--- src/rtl/Isa.sv ---
// Isa: shared register width, ALU opcodes and the packet layout sent over the ALU SPI link.
package Isa;
  localparam int REGISTER_SIZE = 8;
  typedef enum logic [2:0] {ADD, SUB, AND, OR, XOR, SLL, SRL, SLT} AluOperation;
  typedef struct packed {
    logic [REGISTER_SIZE-1:0] b;
    logic [REGISTER_SIZE-1:0] a;
    AluOperation              op;
  } AluPacket;
endpackage

--- src/rtl/Spi.sv ---
// Spi: processor-to-ALU serial link; sclk mirrors the system clock.
interface Spi;
  logic sclk;
  logic nss;
  logic mosi;
  logic miso;
  modport SlaveSpi (input sclk, nss, mosi, output miso);
  modport MasterSpi (output sclk, nss, mosi, input miso);
endinterface

--- src/rtl/alu_core.sv ---
// alu_core: purely combinational ALU, (op, a, b) -> result.
module alu_core import Isa::*; #(
  parameter int DATA_WIDTH = REGISTER_SIZE,
  parameter int OP_WIDTH   = $bits(AluOperation)
) (
  input  logic [OP_WIDTH-1:0]   i_op,
  input  logic [DATA_WIDTH-1:0] i_a,
  input  logic [DATA_WIDTH-1:0] i_b,
  output logic [DATA_WIDTH-1:0] o_result
);
  localparam int SW = $clog2(DATA_WIDTH);
  AluOperation   w_op;
  logic [SW-1:0] w_sh;
  logic          w_lt;
  assign w_op = AluOperation'(i_op);
  assign w_sh = i_b[SW-1:0];
  assign w_lt = $signed(i_a) < $signed(i_b);
  always_comb
    o_result = w_op == ADD ? i_a + i_b :
               w_op == SUB ? i_a - i_b :
               w_op == AND ? i_a & i_b :
               w_op == OR  ? i_a | i_b :
               w_op == XOR ? i_a ^ i_b :
               w_op == SLL ? i_a << w_sh :
               w_op == SRL ? i_a >> w_sh :
               {{(DATA_WIDTH-1){1'b0}}, w_lt};
endmodule

--- src/rtl/spi_alu.sv ---
// spi_alu: SPI slave that receives an ALU packet LSB-first, computes, and returns a start bit plus the result.
module spi_alu import Isa::*; #(
  parameter int DATA_WIDTH = REGISTER_SIZE,
  parameter int OP_WIDTH   = $bits(AluOperation)
) (
  input  logic i_clock,
  input  logic i_reset,
  Spi.SlaveSpi spi,
  output logic o_busy
);
  localparam int PACKET_BITS = 2 * DATA_WIDTH + OP_WIDTH;
  localparam int RXW = $clog2(PACKET_BITS);
  localparam int TXW = $clog2(DATA_WIDTH);
  localparam logic [RXW-1:0] RX_LAST = RXW'(PACKET_BITS - 1);
  localparam logic [TXW-1:0] TX_LAST = TXW'(DATA_WIDTH - 1);
  typedef enum logic [4:0] {
    IDLE      = 5'b00001,
    RECEIVING = 5'b00010,
    COMPUTE   = 5'b00100,
    START     = 5'b01000,
    TRANSMIT  = 5'b10000
  } state_t;
  state_t                 r_state, w_next;
  logic [RXW-1:0]         r_rx_cnt;
  logic [TXW-1:0]         r_tx_cnt;
  logic [PACKET_BITS-1:0] r_packet;
  logic [DATA_WIDTH-1:0]  r_result, w_result;
  logic                   w_unused_sclk;
  assign w_unused_sclk = spi.sclk;
  alu_core #(.DATA_WIDTH(DATA_WIDTH), .OP_WIDTH(OP_WIDTH)) u_core (
    .i_op     (r_packet[OP_WIDTH-1:0]),
    .i_a      (r_packet[OP_WIDTH+DATA_WIDTH-1:OP_WIDTH]),
    .i_b      (r_packet[PACKET_BITS-1:OP_WIDTH+DATA_WIDTH]),
    .o_result (w_result)
  );
  // nss high outside IDLE aborts; illegal one-hot codes fall back to IDLE
  always_comb
    w_next = r_state != IDLE && spi.nss ? IDLE :
             r_state == IDLE ? (!spi.nss && spi.mosi ? RECEIVING : IDLE) :
             r_state == RECEIVING ? (r_rx_cnt == RX_LAST ? COMPUTE : RECEIVING) :
             r_state == COMPUTE ? START :
             r_state == START ? TRANSMIT :
             r_state == TRANSMIT && r_tx_cnt != TX_LAST ? TRANSMIT : IDLE;
  always_ff @(posedge i_clock) begin
    if (i_reset) begin
      r_state  <= IDLE;
      r_rx_cnt <= '0;
      r_tx_cnt <= '0;
      r_packet <= '0;
      r_result <= '0;
    end else begin
      r_state  <= w_next;
      r_rx_cnt <= r_state == RECEIVING && w_next == RECEIVING ? r_rx_cnt + 1'b1 : '0;
      r_tx_cnt <= r_state == TRANSMIT && w_next == TRANSMIT ? r_tx_cnt + 1'b1 : '0;
      if (r_state == RECEIVING && !spi.nss) r_packet[r_rx_cnt] <= spi.mosi;
      if (r_state == COMPUTE && !spi.nss) r_result <= w_result;
    end
  end
  assign spi.miso = r_state == START || (r_state == TRANSMIT && r_result[r_tx_cnt]);
  assign o_busy   = r_state != IDLE;
endmodule

--- src/flat_wrapper.sv ---
// flat-port wrapper written by rule: the top's interface ports become plain ports
module spi_alu_flat import Isa::*;
#(
  parameter int DATA_WIDTH = REGISTER_SIZE,
  parameter int OP_WIDTH   = $bits(AluOperation)
)
  (i_clock, i_reset, o_busy, spi_sclk, spi_nss, spi_mosi, spi_miso);
  Spi spi_i ();
  input  logic i_clock;
  input  logic i_reset;
  output logic o_busy;
  input wire logic [$bits(spi_i.sclk)-1:0] spi_sclk;
  input wire logic [$bits(spi_i.nss)-1:0] spi_nss;
  input wire logic [$bits(spi_i.mosi)-1:0] spi_mosi;
  output wire logic [$bits(spi_i.miso)-1:0] spi_miso;
  assign spi_i.sclk = spi_sclk;
  assign spi_i.nss = spi_nss;
  assign spi_i.mosi = spi_mosi;
  assign spi_miso = spi_i.miso;
  spi_alu #(.DATA_WIDTH(DATA_WIDTH), .OP_WIDTH(OP_WIDTH)) u_core (.i_clock(i_clock), .i_reset(i_reset), .spi(spi_i), .o_busy(o_busy));
endmodule
--- config.mk ---
export PLATFORM = sky130hd
export DESIGN_NAME = spi_alu_flat
export DESIGN_NICKNAME = d
export VERILOG_FILES = /design/src/rtl/Isa.sv /design/src/rtl/Spi.sv /design/src/rtl/alu_core.sv /design/src/rtl/spi_alu.sv /design/src/flat_wrapper.sv
export SDC_FILE = /design/constraint.sdc
export NUM_CORES = 1
export LEC_CHECK = 0
export ABC_CLOCK_PERIOD_IN_PS = 2600
export CAP_MARGIN = 20
export CELL_PAD_IN_SITES_DETAIL_PLACEMENT = 1
export CELL_PAD_IN_SITES_GLOBAL_PLACEMENT = 2
export CORE_ASPECT_RATIO = 0.9
export CORE_MARGIN = 8
export CORE_UTILIZATION = 39
export CTS_BUF_LIST = sky130_fd_sc_hd__clkbuf_16
export DETAILED_ROUTE_END_ITERATION = 7
export PLACE_DENSITY = 0.87
export SLEW_MARGIN = 20
export SYNTH_ARGS = -nofsm -noshare
export SYNTH_HDL_FRONTEND = slang
export SYNTH_SLANG_ARGS = --single-unit
--- constraint.sdc ---
create_clock -name i_clock -period 2.6 [get_ports i_clock]
set_input_delay 0.26 -clock i_clock [delete_from_list [all_inputs] [get_ports i_clock]]
set_output_delay 0.26 -clock i_clock [all_outputs]
set_load 0.01 [all_outputs]
==> flow_summary.toml, run 1 <==
[floorplan]
dieHeight_um = 106
io-pin-count = 7
die_area_um2 = 12300
die_w_um = 116
num_rows = 33
start_util_pct = 39.3
core-area_um2 = 8920

[power]
p_total_uw = 1240
ir_drop_uv = 206
power_density_nw_per_um2 = 317
p_leak_uw = 0.00145

[setup_path]
cp_max_fo = 4
worstPathArrival_ns = 2.15
critPathKind = "register to primary output"
crit_required_ns = 2.34
startpoint_type = "register"
end_kind = "primary output"

[yosys]
synthFlopType = "dfxtp_1"
synth_nets = 472
netlist_top_cells_area = "dfxtp_1, ha_1, mux4_2, nor2_1, a21oi_1"
yosys.area_share.adder_pct = 12.2
synth-async-reset-ratio_pct = 0
syn_area_um2 = 3510
synth_compound_gate_area_share_pct = 20.8
synth-edff-count = 0
synth-simple-area-share_pct = 22.0
yosysMostFrequentCell = "nor2_1"
yosys.cell_types.count = 63
synth.area.mux_share_pct = 12.9
syn_avg_cell_area_um2 = 8.08
ys.warnings.count = 0
synthCells = 434
ys_seq_area_share_pct = 22.8
synth_commonest_cells = "nor2_1, dfxtp_1, a21oi_1"
synthXorXnorAreaFrac_pct = 1.75
yosys.area.top_type = "dfxtp_1"
synth_top_family_by_area = "simple AND/OR/NAND/NOR gates"
ys_ff_latch = 40
synth_top_area_share_pct = 22.8

[final_layout]
drive_above_1_share_pct = 13.5
area_delta_synth_final_pct = 11.7
nNetsFinal = 483
num_antenna_cells = 0
final_cells = 567

[global_routing]
grt_first_pass_wirelength_um = 17800
grt-ovfl-total = 0
grt_pass1_vias = 3352
grt_start_max_net_pins = 25
antenna_found_initial = 0
grtUsageTotal_pct = 18.4

[detailed_routing]
drt_pass1_iterations = 4
vias = 3323
wire_per_inst_um = 19.5
viasPerCell = 5.86
ant_nets = 0
post-route-drc-count = 0
wirelength_um = 11100
drt-initial-drc-count = 198

[clock_tree]
postCtsHoldBufs = 0
clk_pin_slew_worst_paths_ns = 0.06
cts_tree = "done"
clockBufferDepth = 2
cts_num_sinks = 40
postCtsSetupBuffers = 0
clock-root-buffer = "clkbuf_16"
clk_latency_ns = 0.28
cts_resized = 0
cts_buffers = 5
htree_levels = 2

[worst_hold_path]
min_path_type = "register to register"

[sta]
drv_slew = 0
hold_viol_final = 0
timing.hold.ws_ns = 0.458
post-route-period-util_pct = 92.9
fin_crit_ns = 2.41
setup_viol = 0
relSlewSlack_pct = 46.8
tightest_slew_ns = 0.792
grt_setup_unrepaired = "false"
fin_skew_ns = 0.00612
fmax_mhz = 414
fin_tns_setup_ns = 0

[place]
io_buffers = 5
place_congestion = 0.876
hpwl_um = 8560
dp.cells = 560

[run_status]
status = "finished, final reports clean"

[run]
max_cap_violations = 0
-- placed cells by master (no fill, tap or decap), types with 3 or more instances in the layout --
cell and instances:
a211oi_1 5, clkbuf_16 5, nand3_1 11, buf_4 28, dfxtp_1 40, inv_2 4, and2_1 5, a22oi_1 3
o21ai_1 5, nor2_1 53, a31oi_1 16, inv_1 30, nor2b_1 5, nor3_1 13, nor3b_1 5, xnor2_1 5
a21oi_1 34, nand2_1 27, mux2i_1 17, nand3b_1 4, clkdlybuf4s50_1 5, o21bai_1 3, and3_1 5, a41oi_1 3
o21ai_0 12, o221ai_1 3, mux4_2 12, o22ai_1 7, nand2b_1 3, ha_1 31, nor4b_1 3
-- worst max-delay path, stage by stage (launching register included) --
cell	delay (ns)
dfxtp_1	0.43
mux4_2	0.53
mux2_2	0.27
nand3b_1	0.09
a21oi_1	0.07
clkdlybuf4s50_1	0.48
-- per-stage QoR --
step | util [%] | setup WS [ns] | area [um2]
after floorplan | - | 0.270 | 3510
after global placement | 42.4 | 0.322 | 3780
after detailed placement | 42.4 | 0.260 | 3780
after CTS | 43.9 | 0.152 | 3920
after global routing | 43.9 | 0.0671 | 3920
final | 43.9 | 0.185 | 3920
-- logic make-up after synthesis --
kind of cell	after synthesis
AOI/OAI and AO/OA	112
xor gates and xnor gates	7
adders and majority gates	33
buffers and inverters	62
DFF	40
muxes	30
and+or+nand+nor	150
-- report_power, final --
group	total (uW)	switching (uW)	internal [uW]	leakage, uW
sequential	618	3.01	615	0.000322
combinational	42.1	27.0	15.1	0.00105
clock	583	238	345	0.0000709
total	1240	268	975	0.00145
-- final timing paths --
kind,endpoint,depth (start not counted),slack (ns),startpoint
setup / recovery,spi_miso,5,0.19,u_core.r_tx_cnt[0]$_SDFF_PP0_
hold / removal,u_core.r_result[2]$_SDFFE_PP0P_,2,0.46,u_core.r_result[2]$_SDFFE_PP0P_
setup reg to reg,u_core.r_result[7]$_SDFFE_PP0P_,8,0.21,u_core.r_packet[7]$_SDFFE_PP0P_
hold reg to reg,u_core.r_result[2]$_SDFFE_PP0P_,2,0.46,u_core.r_result[2]$_SDFFE_PP0P_
-- flip-flops by register name (all words and copies together) (netlist names) --
signal and flops:
u_core.r_rx_cnt 5, u_core.r_packet 19, u_core.r_tx_cnt 3, u_core.r_result 8, u_core.r_state 5
-- area by class of cell --
| type | count | area [um2] |
|---|---|---|
| fill | 1101 | 5000 |
| clock inverter | 2 | 8.76 |
| inverter | 33 | 124 |
| timing repair buffer | 33 | 260 |
| sequential | 40 | 801 |
| tap | 122 | 153 |
| clock buffer | 5 | 125 |
| multi-input combinational | 332 | 2440 |
-- routing by layer --
metal	GRT usage, %	vias up	part of all wire [%]
met5	0	-	0
met4	7.03	0	2.5
met3	3.12	22	3.1
met2	29.7	50	47
met1	24.0	1662	47
li1	-	1589	-
Power figures use the tool's default switching activity.
==> run 2, diff against run 1 <==
--- a/config.mk
+++ b/config.mk
@@ -15,7 +15,7 @@
 export CTS_BUF_LIST = sky130_fd_sc_hd__clkbuf_16
 export DETAILED_ROUTE_END_ITERATION = 7
 export PLACE_DENSITY = 0.87
-export SLEW_MARGIN = 20
+export SLEW_MARGIN = 30
 export SYNTH_ARGS = -nofsm -noshare
 export SYNTH_HDL_FRONTEND = slang
 export SYNTH_SLANG_ARGS = --single-unit
==> results of run 2 <==
Same layout as run 1: the final DEF is identical, and so are final timing and power.
==> run 3, diff against run 2 <==
--- a/config.mk
+++ b/config.mk
@@ -14,7 +14,7 @@
 export CORE_UTILIZATION = 39
 export CTS_BUF_LIST = sky130_fd_sc_hd__clkbuf_16
 export DETAILED_ROUTE_END_ITERATION = 7
-export PLACE_DENSITY = 0.87
+export PLACE_DENSITY_LB_ADDON = 0.1
 export SLEW_MARGIN = 30
 export SYNTH_ARGS = -nofsm -noshare
 export SYNTH_HDL_FRONTEND = slang
==> flow_summary.toml, run 3 (synthesis results as in run 1) <==
[sta]
relSlewSlack_pct = 57.7
fmax_mhz = 411
tightest_slew_ns = 0.633
fin_crit_ns = 2.43
grt_setup_unrepaired = "false"
fin_tns_setup_ns = 0
drv_slew = 0
setup_viol = 0
post-route-period-util_pct = 93.6
fin_skew_ns = 0.00409
hold_viol_final = 0

[detailed_routing]
wire_per_inst_um = 19.7
drt-initial-drc-count = 244
vias = 3322
ant_nets = 0
viasPerCell = 5.82
post-route-drc-count = 0
drt_pass1_iterations = 4
wirelength_um = 11300

[clock_tree]
clk_pin_slew_worst_paths_ns = 0.06
cts_num_sinks = 40
clock-root-buffer = "clkbuf_16"
cts_buffers = 5
postCtsSetupBuffers = 0
cts_tree = "done"
clockBufferDepth = 2
htree_levels = 2
clk_latency_ns = 0.28

[run]
max_cap_violations = 0

[setup_path]
r2r_slack_ns = 0.17
crit_required_ns = 2.77
worstPathArrival_ns = 2.60
cp_max_fo = 11
end_kind = "register"
startpoint_type = "register"
cp_slowest_cell = "a2111oi_2"
path_cells = "inv_1 > ha_1 > nor3_1 > a2111oi_2 > o21ai_1 > a21oi_1 > nor2_1 > o31a_1"
critPathKind = "register to register"
cpPeakStageDelay_ns = 0.60

[power]
p_seq_share_pct = 42.5
ir_drop_uv = 265
p_leak_uw = 0.00149
clock_power_share_pct = 54.5
swShare_pct = 19.0
power_density_nw_per_um2 = 362
p_sw_uw = 276
intPower_uw = 1180
combinationalPowerShare_pct = 2.9
p_total_uw = 1450

[floorplan]
num_rows = 33
die_w_um = 116
io-pin-count = 7
core-area_um2 = 8920
die_area_um2 = 12300
dieHeight_um = 106
start_util_pct = 39.3

[worst_hold_path]
min_path_type = "register to register"

[final_layout]
drive_above_1_share_pct = 14.5
nNetsFinal = 487
largestRegisters = "u_core.r_packet: 19 flops, u_core.r_result: 8 flops"
final_cell_mix = "nor2_1, dfxtp_1, a21oi_1, buf_4, ha_1"
final_common_cell = "nor2_1"
largest_reg_flops = 19
num_antenna_cells = 0
top_register = "u_core.r_packet"
area_delta_synth_final_pct = 14.3

[place]
hpwl_um = 8950
io_buffers = 5
place_congestion = 0.885

[run_status]
status = "finished, final reports clean"

[global_routing]
grt_start_max_net_pins = 22
grt_first_pass_wirelength_um = 17900
grtUsageTotal_pct = 18.7
grt_pass1_vias = 3231
antenna_found_initial = 0
grt-ovfl-total = 0
-- run 3: cell count changes in the layout (fill, tap and decap cells not counted) --
cell       delta
a2111oi_4     +1
inv_1         -1
bufinv_16     +2
a2111oi_2     -1
clkinv_2      -1
buf_4         +4
-- run 3: critical path: cells and delay by family, from the launching register on --
family,cells,cell delay (ns)
adders and majority gates,1,0.53
and+or+nand+nor,2,0.20
DFF,1,0.33
AOI/OAI and AO/OA,4,1.20
buffers and inverters,1,0.06
-- run 3: per-stage QoR --
step / instances / utilization (%) / setup WS [ns] / hold slack [ns] / area (um2)
4_1_cts: 571 / 44.8 / 0.168 / 0.469 / 4000
2_1_floorplan: 434 / - / 0.270 / 0.342 / 3510
3_5_place_dp: 564 / 42.7 / 0.186 / 0.461 / 3810
3_3_place_gp: 564 / 42.7 / 0.251 / 0.444 / 3810
5_1_grt: 571 / 44.9 / 0.000746 / 0.488 / 4010
6_report: 571 / 44.9 / 0.168 / 0.462 / 4010
-- run 3: layer usage --
metal / track usage, % / vias up / routed length (um)
met4: 2.87 / 0 / 88
li1: - / 1597 / -
met5: 0 / - / 0
met3: 3.00 / 6 / 499
met1: 26.3 / 1662 / 5460
met2: 29.7 / 57 / 5230
-- run 3: path summary, 6_finish.rpt --
path | start | end | cells past startpoint
max | u_core.r_packet[15]$_SDFFE_PP0P_ | u_core.r_result[7]$_SDFFE_PP0P_ | 8
min | u_core.r_result[2]$_SDFFE_PP0P_ | u_core.r_result[2]$_SDFFE_PP0P_ | 2
max reg2reg | u_core.r_packet[15]$_SDFFE_PP0P_ | u_core.r_result[7]$_SDFFE_PP0P_ | 8
min reg2reg | u_core.r_result[2]$_SDFFE_PP0P_ | u_core.r_result[2]$_SDFFE_PP0P_ | 2
-- run 3: final cells by class --
class                      instances  area (um2)
clock inverter                     2        60.1
clock buffer                       5         125
sequential                        40         801
multi-input combinational        332        2460
tap                              122         153
inverter                          33         124
fill                            1121        4910
timing repair buffer              37         290
-- run 3: power groups by stage --
stage	Sequential (uW)	Combinational, uW	Clock (uW)
CTS	617	42.9	807
global placement	631	42.3	0
finish	617	42.6	791
global route	617	46.7	833
detailed placement	631	42.7	0
floorplan	630	24.2	0
-- run 3: what timing repair did --
item	CTS	global route
hold buffers	0	0
gates resized for setup	0	1
setup endpoints to repair	0	1
